===== src/rtl/rv32i_instr_encoder.sv =====
`default_nettype none
// ============================================================================
//  Module   : rv32i_instr_encoder
//  Purpose  : Encodes decoded RV32I instruction fields (class, registers,
//             funct fields, immediate) into 32-bit instruction words and
//             writes them sequentially into instruction memory through a
//             registered, back-pressured write port.
//  Optional : `define ENC_RANGE_CHECK_EN to flag immediates that do not fit
//             their instruction field (the word is still written, truncated).
//  Ports    : clk, rst_n            - clock / async active-low reset
//             start                 - pulse: (re)start a program load
//             in_valid/in_ready     - field bundle handshake
//             in_class..in_last     - instruction fields, end-of-program mark
//             wr_en/wr_ready        - memory write handshake
//             wr_addr/wr_data       - write byte address / encoded word
//             busy, done, err       - RUN state, DONE state, sticky error
//  Revision : 1.0 - initial release
// ============================================================================
module rv32i_instr_encoder #(
    parameter int ADDR_W    = 10,
    parameter int BASE_ADDR = 0
) (
    input  logic              clk,
    input  logic              rst_n,
    input  logic              start,
    input  logic              in_valid,
    output logic              in_ready,
    input  logic [3:0]        in_class,
    input  logic [4:0]        in_rd,
    input  logic [4:0]        in_rs1,
    input  logic [4:0]        in_rs2,
    input  logic [2:0]        in_funct3,
    input  logic [6:0]        in_funct7,
    input  logic [31:0]       in_imm,
    input  logic              in_last,
    output logic              wr_en,
    input  logic              wr_ready,
    output logic [ADDR_W-1:0] wr_addr,
    output logic [31:0]       wr_data,
    output logic              busy,
    output logic              done,
    output logic              err
);

    localparam logic [ADDR_W-1:0] c_BASE = ADDR_W'(BASE_ADDR);
    localparam logic [31:0]       c_NOP  = 32'h0000_0013;

    typedef enum logic [1:0] {
        S_IDLE = 2'd0,
        S_RUN  = 2'd1,
        S_DONE = 2'd2
    } state_t;

    state_t             r_state;
    state_t             w_state_next;
    logic               r_wr_en;
    logic [ADDR_W-1:0]  r_wr_addr;
    logic [31:0]        r_wr_data;
    logic               r_err;
    logic               r_last_pending;

    logic               w_in_xfer;
    logic               w_wr_xfer;
    logic               w_is_shift;
    logic               w_illegal;
    logic               w_range_bad;
    logic [31:0]        w_word;

    assign in_ready  = (r_state == S_RUN) && (!r_wr_en || wr_ready) && !r_last_pending;
    assign w_in_xfer = in_valid && in_ready;
    assign w_wr_xfer = r_wr_en && wr_ready;
    assign w_is_shift = (in_funct3 == 3'b001) || (in_funct3 == 3'b101);

    // ------------------------------------------------------------------
    // Field placement per instruction class
    // ------------------------------------------------------------------
    always_comb begin
        w_word    = c_NOP;
        w_illegal = 1'b0;
        case (in_class)
            4'd0: w_word = {in_funct7, in_rs2, in_rs1, in_funct3, in_rd, 7'b0110011};
            4'd1: begin
                if (w_is_shift)
                    w_word = {in_funct7, in_imm[4:0], in_rs1, in_funct3, in_rd, 7'b0010011};
                else
                    w_word = {in_imm[11:0], in_rs1, in_funct3, in_rd, 7'b0010011};
            end
            4'd2: w_word = {in_imm[11:0], in_rs1, in_funct3, in_rd, 7'b0000011};
            4'd3: w_word = {in_imm[11:5], in_rs2, in_rs1, in_funct3, in_imm[4:0], 7'b0100011};
            4'd4: w_word = {in_imm[12], in_imm[10:5], in_rs2, in_rs1, in_funct3,
                            in_imm[4:1], in_imm[11], 7'b1100011};
            4'd5: w_word = {in_imm[20], in_imm[10:1], in_imm[11], in_imm[19:12],
                            in_rd, 7'b1101111};
            4'd6: w_word = {in_imm[11:0], in_rs1, 3'b000, in_rd, 7'b1100111};
            4'd7: w_word = {in_imm[31:12], in_rd, 7'b0110111};
            4'd8: w_word = {in_imm[31:12], in_rd, 7'b0010111};
            default: begin
                w_word    = c_NOP;
                w_illegal = 1'b1;
            end
        endcase
    end

`ifdef ENC_RANGE_CHECK_EN
    // A value fits an N-bit signed field when all bits above N-1 equal the
    // field's sign bit, i.e. the upper slice is all zeros or all ones.
    logic w_fit12;
    logic w_fitb;
    logic w_fitj;
    logic w_fitsh;

    assign w_fit12 = (&in_imm[31:11]) || !(|in_imm[31:11]);
    assign w_fitb  = ((&in_imm[31:12]) || !(|in_imm[31:12])) && !in_imm[0];
    assign w_fitj  = ((&in_imm[31:20]) || !(|in_imm[31:20])) && !in_imm[0];
    assign w_fitsh = !(|in_imm[31:5]);

    always_comb begin
        w_range_bad = 1'b0;
        case (in_class)
            4'd1:    w_range_bad = w_is_shift ? !w_fitsh : !w_fit12;
            4'd2,
            4'd3,
            4'd6:    w_range_bad = !w_fit12;
            4'd4:    w_range_bad = !w_fitb;
            4'd5:    w_range_bad = !w_fitj;
            default: w_range_bad = 1'b0;
        endcase
    end
`else
    assign w_range_bad = 1'b0;
`endif

    // ------------------------------------------------------------------
    // Control FSM
    // ------------------------------------------------------------------
    always_ff @(posedge clk or negedge rst_n) begin
        if (!rst_n) r_state <= S_IDLE;
        else        r_state <= w_state_next;
    end

    always_comb begin
        w_state_next = r_state;
        case (r_state)
            S_IDLE:  if (start) w_state_next = S_RUN;
            S_RUN: begin
                if (start)
                    w_state_next = S_RUN;
                else if (w_wr_xfer && r_last_pending)
                    w_state_next = S_DONE;
            end
            S_DONE:  if (start) w_state_next = S_RUN;
            default: w_state_next = S_IDLE;
        endcase
    end

    // ------------------------------------------------------------------
    // Output register, address counter, sticky error
    // ------------------------------------------------------------------
    always_ff @(posedge clk or negedge rst_n) begin
        if (!rst_n) begin
            r_wr_en        <= 1'b0;
            r_wr_addr      <= c_BASE;
            r_wr_data      <= 32'h0;
            r_err          <= 1'b0;
            r_last_pending <= 1'b0;
        end else if (start) begin
            // Restart discards any word still waiting in the output register.
            r_wr_en        <= 1'b0;
            r_wr_addr      <= c_BASE;
            r_err          <= 1'b0;
            r_last_pending <= 1'b0;
        end else begin
            if (w_wr_xfer) begin
                r_wr_en   <= 1'b0;
                r_wr_addr <= r_wr_addr + ADDR_W'(4);
                // Only the final word can be in flight while last is pending.
                if (r_last_pending)
                    r_last_pending <= 1'b0;
            end
            if (w_in_xfer) begin
                r_wr_en   <= 1'b1;
                r_wr_data <= w_word;
                r_err     <= r_err || w_illegal || w_range_bad;
                if (in_last)
                    r_last_pending <= 1'b1;
            end
        end
    end

    assign wr_en   = r_wr_en;
    assign wr_addr = r_wr_addr;
    assign wr_data = r_wr_data;
    assign err     = r_err;
    assign busy    = (r_state == S_RUN);
    assign done    = (r_state == S_DONE);

endmodule
`default_nettype wire

===== config.mk =====
export PLATFORM = sky130hd
export DESIGN_NAME = rv32i_instr_encoder
export DESIGN_NICKNAME = d
export VERILOG_FILES = /design/src/rtl/rv32i_instr_encoder.sv
export SDC_FILE = /design/constraint.sdc
export NUM_CORES = 1
export LEC_CHECK = 0
export CORE_ASPECT_RATIO = 2
export CORE_MARGIN = 4
export CORE_UTILIZATION = 38
export CTS_BUF_LIST = sky130_fd_sc_hd__clkbuf_16
export CTS_CLUSTER_DIAMETER = 200
export DETAILED_ROUTE_END_ITERATION = 6
export GPL_TIMING_DRIVEN = 1
export PLACE_DENSITY = 0.84
export SLEW_MARGIN = 0
export SYNTH_ARGS = -nofsm -noshare
export SYNTH_HDL_FRONTEND = slang
export SYNTH_SLANG_ARGS = --single-unit

===== constraint.sdc =====
create_clock -name clk -period 2.9 [get_ports clk]
set_input_delay 0.725 -clock clk [delete_from_list [all_inputs] [get_ports clk]]
set_output_delay 0.725 -clock clk [all_outputs]
set_load 0.01 [all_outputs]

======== Yosys cells after proc, flatten, opt, wreduce, memory -nomap -nowiden ========
Cells that the tools add are included.
Widths: inputs -> output; s select.
storage, ports and cells
  flip-flop bits (word level) ............. 47
  input port bits ......................... 67
  output and inout bits ................... 47
  logic and storage cells ................. 59
cells by class
  add/subtract/negate cells ............... 1
  equality and inequality tests ........... 14
  multiplexer cells ....................... 18
  bitwise logic cells ..................... 1
  reductions and logical operators ........ 19
operators by type and width
  cell                   count
  $pmux 32 s9            1
  $mux 32                1
  $mux 10                2
  $eq 4x3->1 const B     4
  $add 10x3->10 const B  1
  $mux 1                 10
  $reduce_or 9->1        1
  $eq 4x2->1 const B     2
  $mux 2                 3
  $logic_and 1x1->1      5
  $eq 4x1->1 const B     1
  $eq 4x4->1 const B     1
  $logic_not 4->1        1
  $pmux 2 s2             1
  $reduce_and 2->1       2
  $reduce_bool 2->1      2
  $eq 3x1->1 const B     1
  $eq 3x3->1 const B     1
  $logic_or 1x1->1       3
  $ne 3x2->1 const B     1
  $reduce_bool 3->1      1
  $eq 2x1->1 const B     1
  $eq 2x2->1 const B     1
  $logic_not 1->1        2
  4 further kinds        4

======== Depth between registers and ports, before layout ========
  depth in word-level cells ............... 7
  gate-level depth with buffers ........... 7
  depth with buffers taken out ............ 4

======== Worst setup path before layout ========
Ideal clock, no wire load.
  path type ............................... input to register
  start ................................... input in_class[1]
  end ..................................... register r_wr_data[20], in the netlist wr_data[20]
  library setup time ...................... 0.092 ns
  arrival time ............................ 1.828 ns
  required time ........................... 2.808 ns
  setup slack ............................. 0.980 ns
  stages .................................. 5
  buffers on the path ..................... 1
  cell sequence ........................... buf_2 > or4b_4 > o32ai_1 > a311oi_1 > o31ai_2
between the ends
  word-level cells in the longest chain between the ends .. 2
  elaborated cells between the ends (all ways) .. 10
  classes of those cells .................. eq/ne (8); mux (1); reduce/logical (1)
ends and longest elaborated chain
  item                                      line  text
  start: declaration                        28    input logic [3:0] in_class,
  $eq 4x4->1, or another cell as far along  80    case (in_class)
  $pmux 32 s9 *                             80
  end signal: assignment                    182   r_wr_data <= w_word;
  end: declaration                          58    logic [31:0] r_wr_data;
Mark *: on every way between the ends. The rest lies on a longest branch, timed or not.
A chain may end at the register's enable or synchronous reset.

======== Worst setup path after layout ========
  start ................................... input wr_ready
  end ..................................... output in_ready
between the ends
  word-level cells in the longest chain between the ends .. 3
ends and longest elaborated chain
  item                             line  text
  start: declaration               37    input logic wr_ready,
  $logic_or 1x1->1                 69    assign in_ready = (r_state == S_RUN) && (!r_wr_en || wr_ready) && !r_last_pending;
  $logic_and 1x1->1 (2 in series)  69
  end: declaration                 27    output logic in_ready,
No other way between the ends.

==> reports/results.ini <==
[run_status]
outcome = finished, final reports clean

[power]
power_density_nw_per_um2 = 493
p_int_w = 0.00141
switching_share_pct = 29.6
p_comb_share_pct = 34.1
seq_power_share_pct = 38.8
clkPwrFrac_pct = 27.1
ir_worst_vdd_uv = 272
p_leak_nw = 1.66
net-switching-power_w = 0.000591

[cells_and_area]
final_util_pct = 58.5
fin_area_sq_um = 4060
layout-drive-gt1-share_pct = 6.75
num_antenna_cells = 0
nNetsFinal = 482
layout.cells.non_filler = 505
syn_to_final_growth_pct = 49.7

[floorplanning]
rows = 43
dieWidth_um = 67.7
coreArea_sq_um = 6940
initial_core_util_pct = 39.1
design.die.area_sq_um = 8640
pin_count = 114
die_y_um = 127

[critical_path]
required_ns = 2.17
setup.worst_path.end_class = primary output
crit_fanout = 4
crit_type = primary input to primary output
arrival_ns = 2.06
worstSetupStartpointType = primary input

[routing]
postRouteAntennaNets = 0
drt_iter0_markers = 144
drt-total-wl_mm = 8.70
via_per_inst = 5.59
firstDrtPassIters = 4
via_count = 2821
drc = 0
wl_per_cell_um = 17.2

[global_route]
met3_usage_pct = 2.46
grt_max_degree = 45
grt.overflow.total = 0
grt_pass1_wl_mm = 14.0
grt_antenna_before_repair = 0
grt.total_usage_pct = 21.2
grt_pass1_vias = 2859
met2_usage_pct = 37.7
use_met1_pct = 23.0
top_usage_layer = met2

[timing]
fin_crit_ns = 2.78
rsz0062_at_grt = false
slew_viol_final = 0
clock_skew_ns = 0.00447
fmax_mhz = 359
maxSlewHeadroom_pct = 33.2
tns_ns = 0
worst_pin_slew_ns = 1.00
setup_violations = 0
finalHoldViolCount = 0
timing.final.crit_share_pct = 95.9

[place]
dpl.hpwl_mm = 6.85
place_congestion = 0.872
port-buffer-count = 111
post_dp_cell_area_sq_um = 3920
dp_cells = 497

[clock_network]
htree_levels = 2
clk_path_buf_depth = 2
ctsResizeCount = 0
post_cts_buffers = 0
worstSkewPairLatency_ns = 0.28
cts_tree = built
holdBufCountCts = 0
path_clk_slew_ns = 0.06
numCtsBuffers = 5
cts_sinks = 44
clockRootBuffer = clkbuf_16

[synthesis]
synth_area_sq_um = 2710
synthFlopType = dfrtp_1
synthArstFlopShare_pct = 100
synth-edff-count = 0
ys_ff_latch = 44
avgSynthCellArea_sq_um = 8.81
ys_types = 56
ys.warnings.count = 0
ys_seq_area_share_pct = 40.6
synthCells = 308

[flow_run]
max-cap-violations = 0

[worst_hold_path]
hp-class = flip-flop to flip-flop

power by group through the flow:
stage	Sequential, W	Clock, W	Combinational (W)
floorplan	0.000834	0	0.000232
global placement	0.000785	0	0.000672
detailed placement	0.000789	0	0.000686
CTS	0.000777	0.000554	0.000689
global route	0.000791	0.000582	0.000734
finish	0.000777	0.000541	0.000683
metal layers:
metal / up-vias / wire length (um)
met5: - / 0
met4: 0 / 438
met3: 27 / 401
met2: 115 / 4830
met1: 1338 / 3020
li1: 1341 / -
cells by family (layout without fill, tap and decap cells):
group,Yosys count,after routing,synth area share (%)
AO/OA/AOI/OAI,105,105,27.4
XOR/XNOR,7,7,2.26
adder cells (fa/ha/maj),1,1,0.461
other,1,2,0.138
AND/OR/NAND/NOR,105,105,20.0
flip-flops,44,44,40.6
buffers and inverters,37,143,6.27
multiplexers,8,8,2.95
sequential cells by signal, indices dropped and copies added (netlist names):
register	flops
r_state	2
r_last_pending	1
wr_en	1
err	1
wr_data	31
wr_addr	8
synthesized netlist by cell type, types with 2 or more instances:
master	instances	area, sq um
nand3b_1	3	22.5
mux2i_1	8	80.1
nor2_1	32	120
nand2b_1	13	81.3
a31oi_1	6	37.5
nor2b_1	6	37.5
nand3_1	6	30.0
buf_1	2	7.51
clkbuf_1	11	41.3
nand4_1	3	18.8
a211oi_1	2	15.0
xnor2_1	4	35.0
a21boi_0	3	22.5
nand2_1	18	67.6
o21ai_0	2	10.0
a21o_1	2	15.0
o21ai_1	3	15.0
o31ai_1	5	37.5
o22ai_1	6	37.5
o221ai_1	3	26.3
xor2_1	3	26.3
o21a_1	5	37.5
a311oi_1	2	17.5
buf_4	3	22.5
a21oi_1	31	155
a211o_1	6	52.6
o211ai_1	2	15.0
buf_2	10	50.1
a21bo_1	2	20.0
nor3_1	9	45.0
a21boi_1	2	15.0
dfrtp_1	44	1100
inv_1	10	37.5
a221oi_1	16	140
and3_1	4	25.0
cell type report:
type,instances,area [sq um]
Multi-Input combinational cell,228,1450
Fill cell,635,2880
Sequential cell,44,1100
Clock inverter,3,15.0
Clock buffer,5,125
Inverter,10,37.5
Timing Repair Buffer,125,1220
Tap cell,90,113
through the flow:
step	worst slack, ns	power, W	hold slack [ns]
3_3_place_gp	0.114	0.00146	0.434
6_report	0.118	0.00200	0.461
2_1_floorplan	0.980	0.00107	0.425
3_5_place_dp	0.118	0.00148	0.454
4_1_cts	0.111	0.00202	0.462
5_1_grt	0.0610	0.00211	0.485
layout by cell type (no fill, tap or decap), drive strengths merged, types with 2 or more instances in the layout:
cell type,netlist,final
clkdlybuf4s50,0,110
dfrtp,44,44
nor2,33,33
a21oi,31,31
nand2,18,18
a221oi,16,16
buf,16,15
nand2b,13,13
inv,10,11
nor3,9,9
mux2i,8,8
nor2b,6,6
a211o,6,6
a31oi,6,6
nand3,6,6
o22ai,6,6
o31ai,6,6
o21ai,6,6
o21a,5,5
clkbuf,11,5
a21boi,5,5
and3,4,4
xnor2,4,4
nand4,4,4
o221ai,3,3
xor2,3,3
nand3b,3,3
a21o,2,2
a311oi,2,2
o211ai,2,2
a21bo,2,2
a211oi,2,2
conb,1,2
or4b,2,2
worst paths after layout:
check	slack, ns	cells past startpoint	endpoint	start
max	0.12	5	in_ready	wr_ready
min	0.46	1	r_state[0]$_DFFE_PN0P_	r_state[1]$_DFFE_PN0P_
max reg2reg	1.25	5	wr_data[14]$_DFFE_PN0P_	r_state[1]$_DFFE_PN0P_
min reg2reg	0.46	1	r_state[0]$_DFFE_PN0P_	r_state[1]$_DFFE_PN0P_
max in group asynchronous	1.67	1	wr_data[18]$_DFFE_PN0P_	rst_n
min in group asynchronous	0.62	1	wr_data[26]$_DFFE_PN0P_	rst_n
worst max-delay path, cell delays in order:
cell and delay (ns):
clkdlybuf4s50_1 0.51, nand2b_1 0.14, nand2_1 0.06, nor2_1 0.08
clkdlybuf4s50_1 0.54
Note: power is estimated with default switching activity, not from simulation.
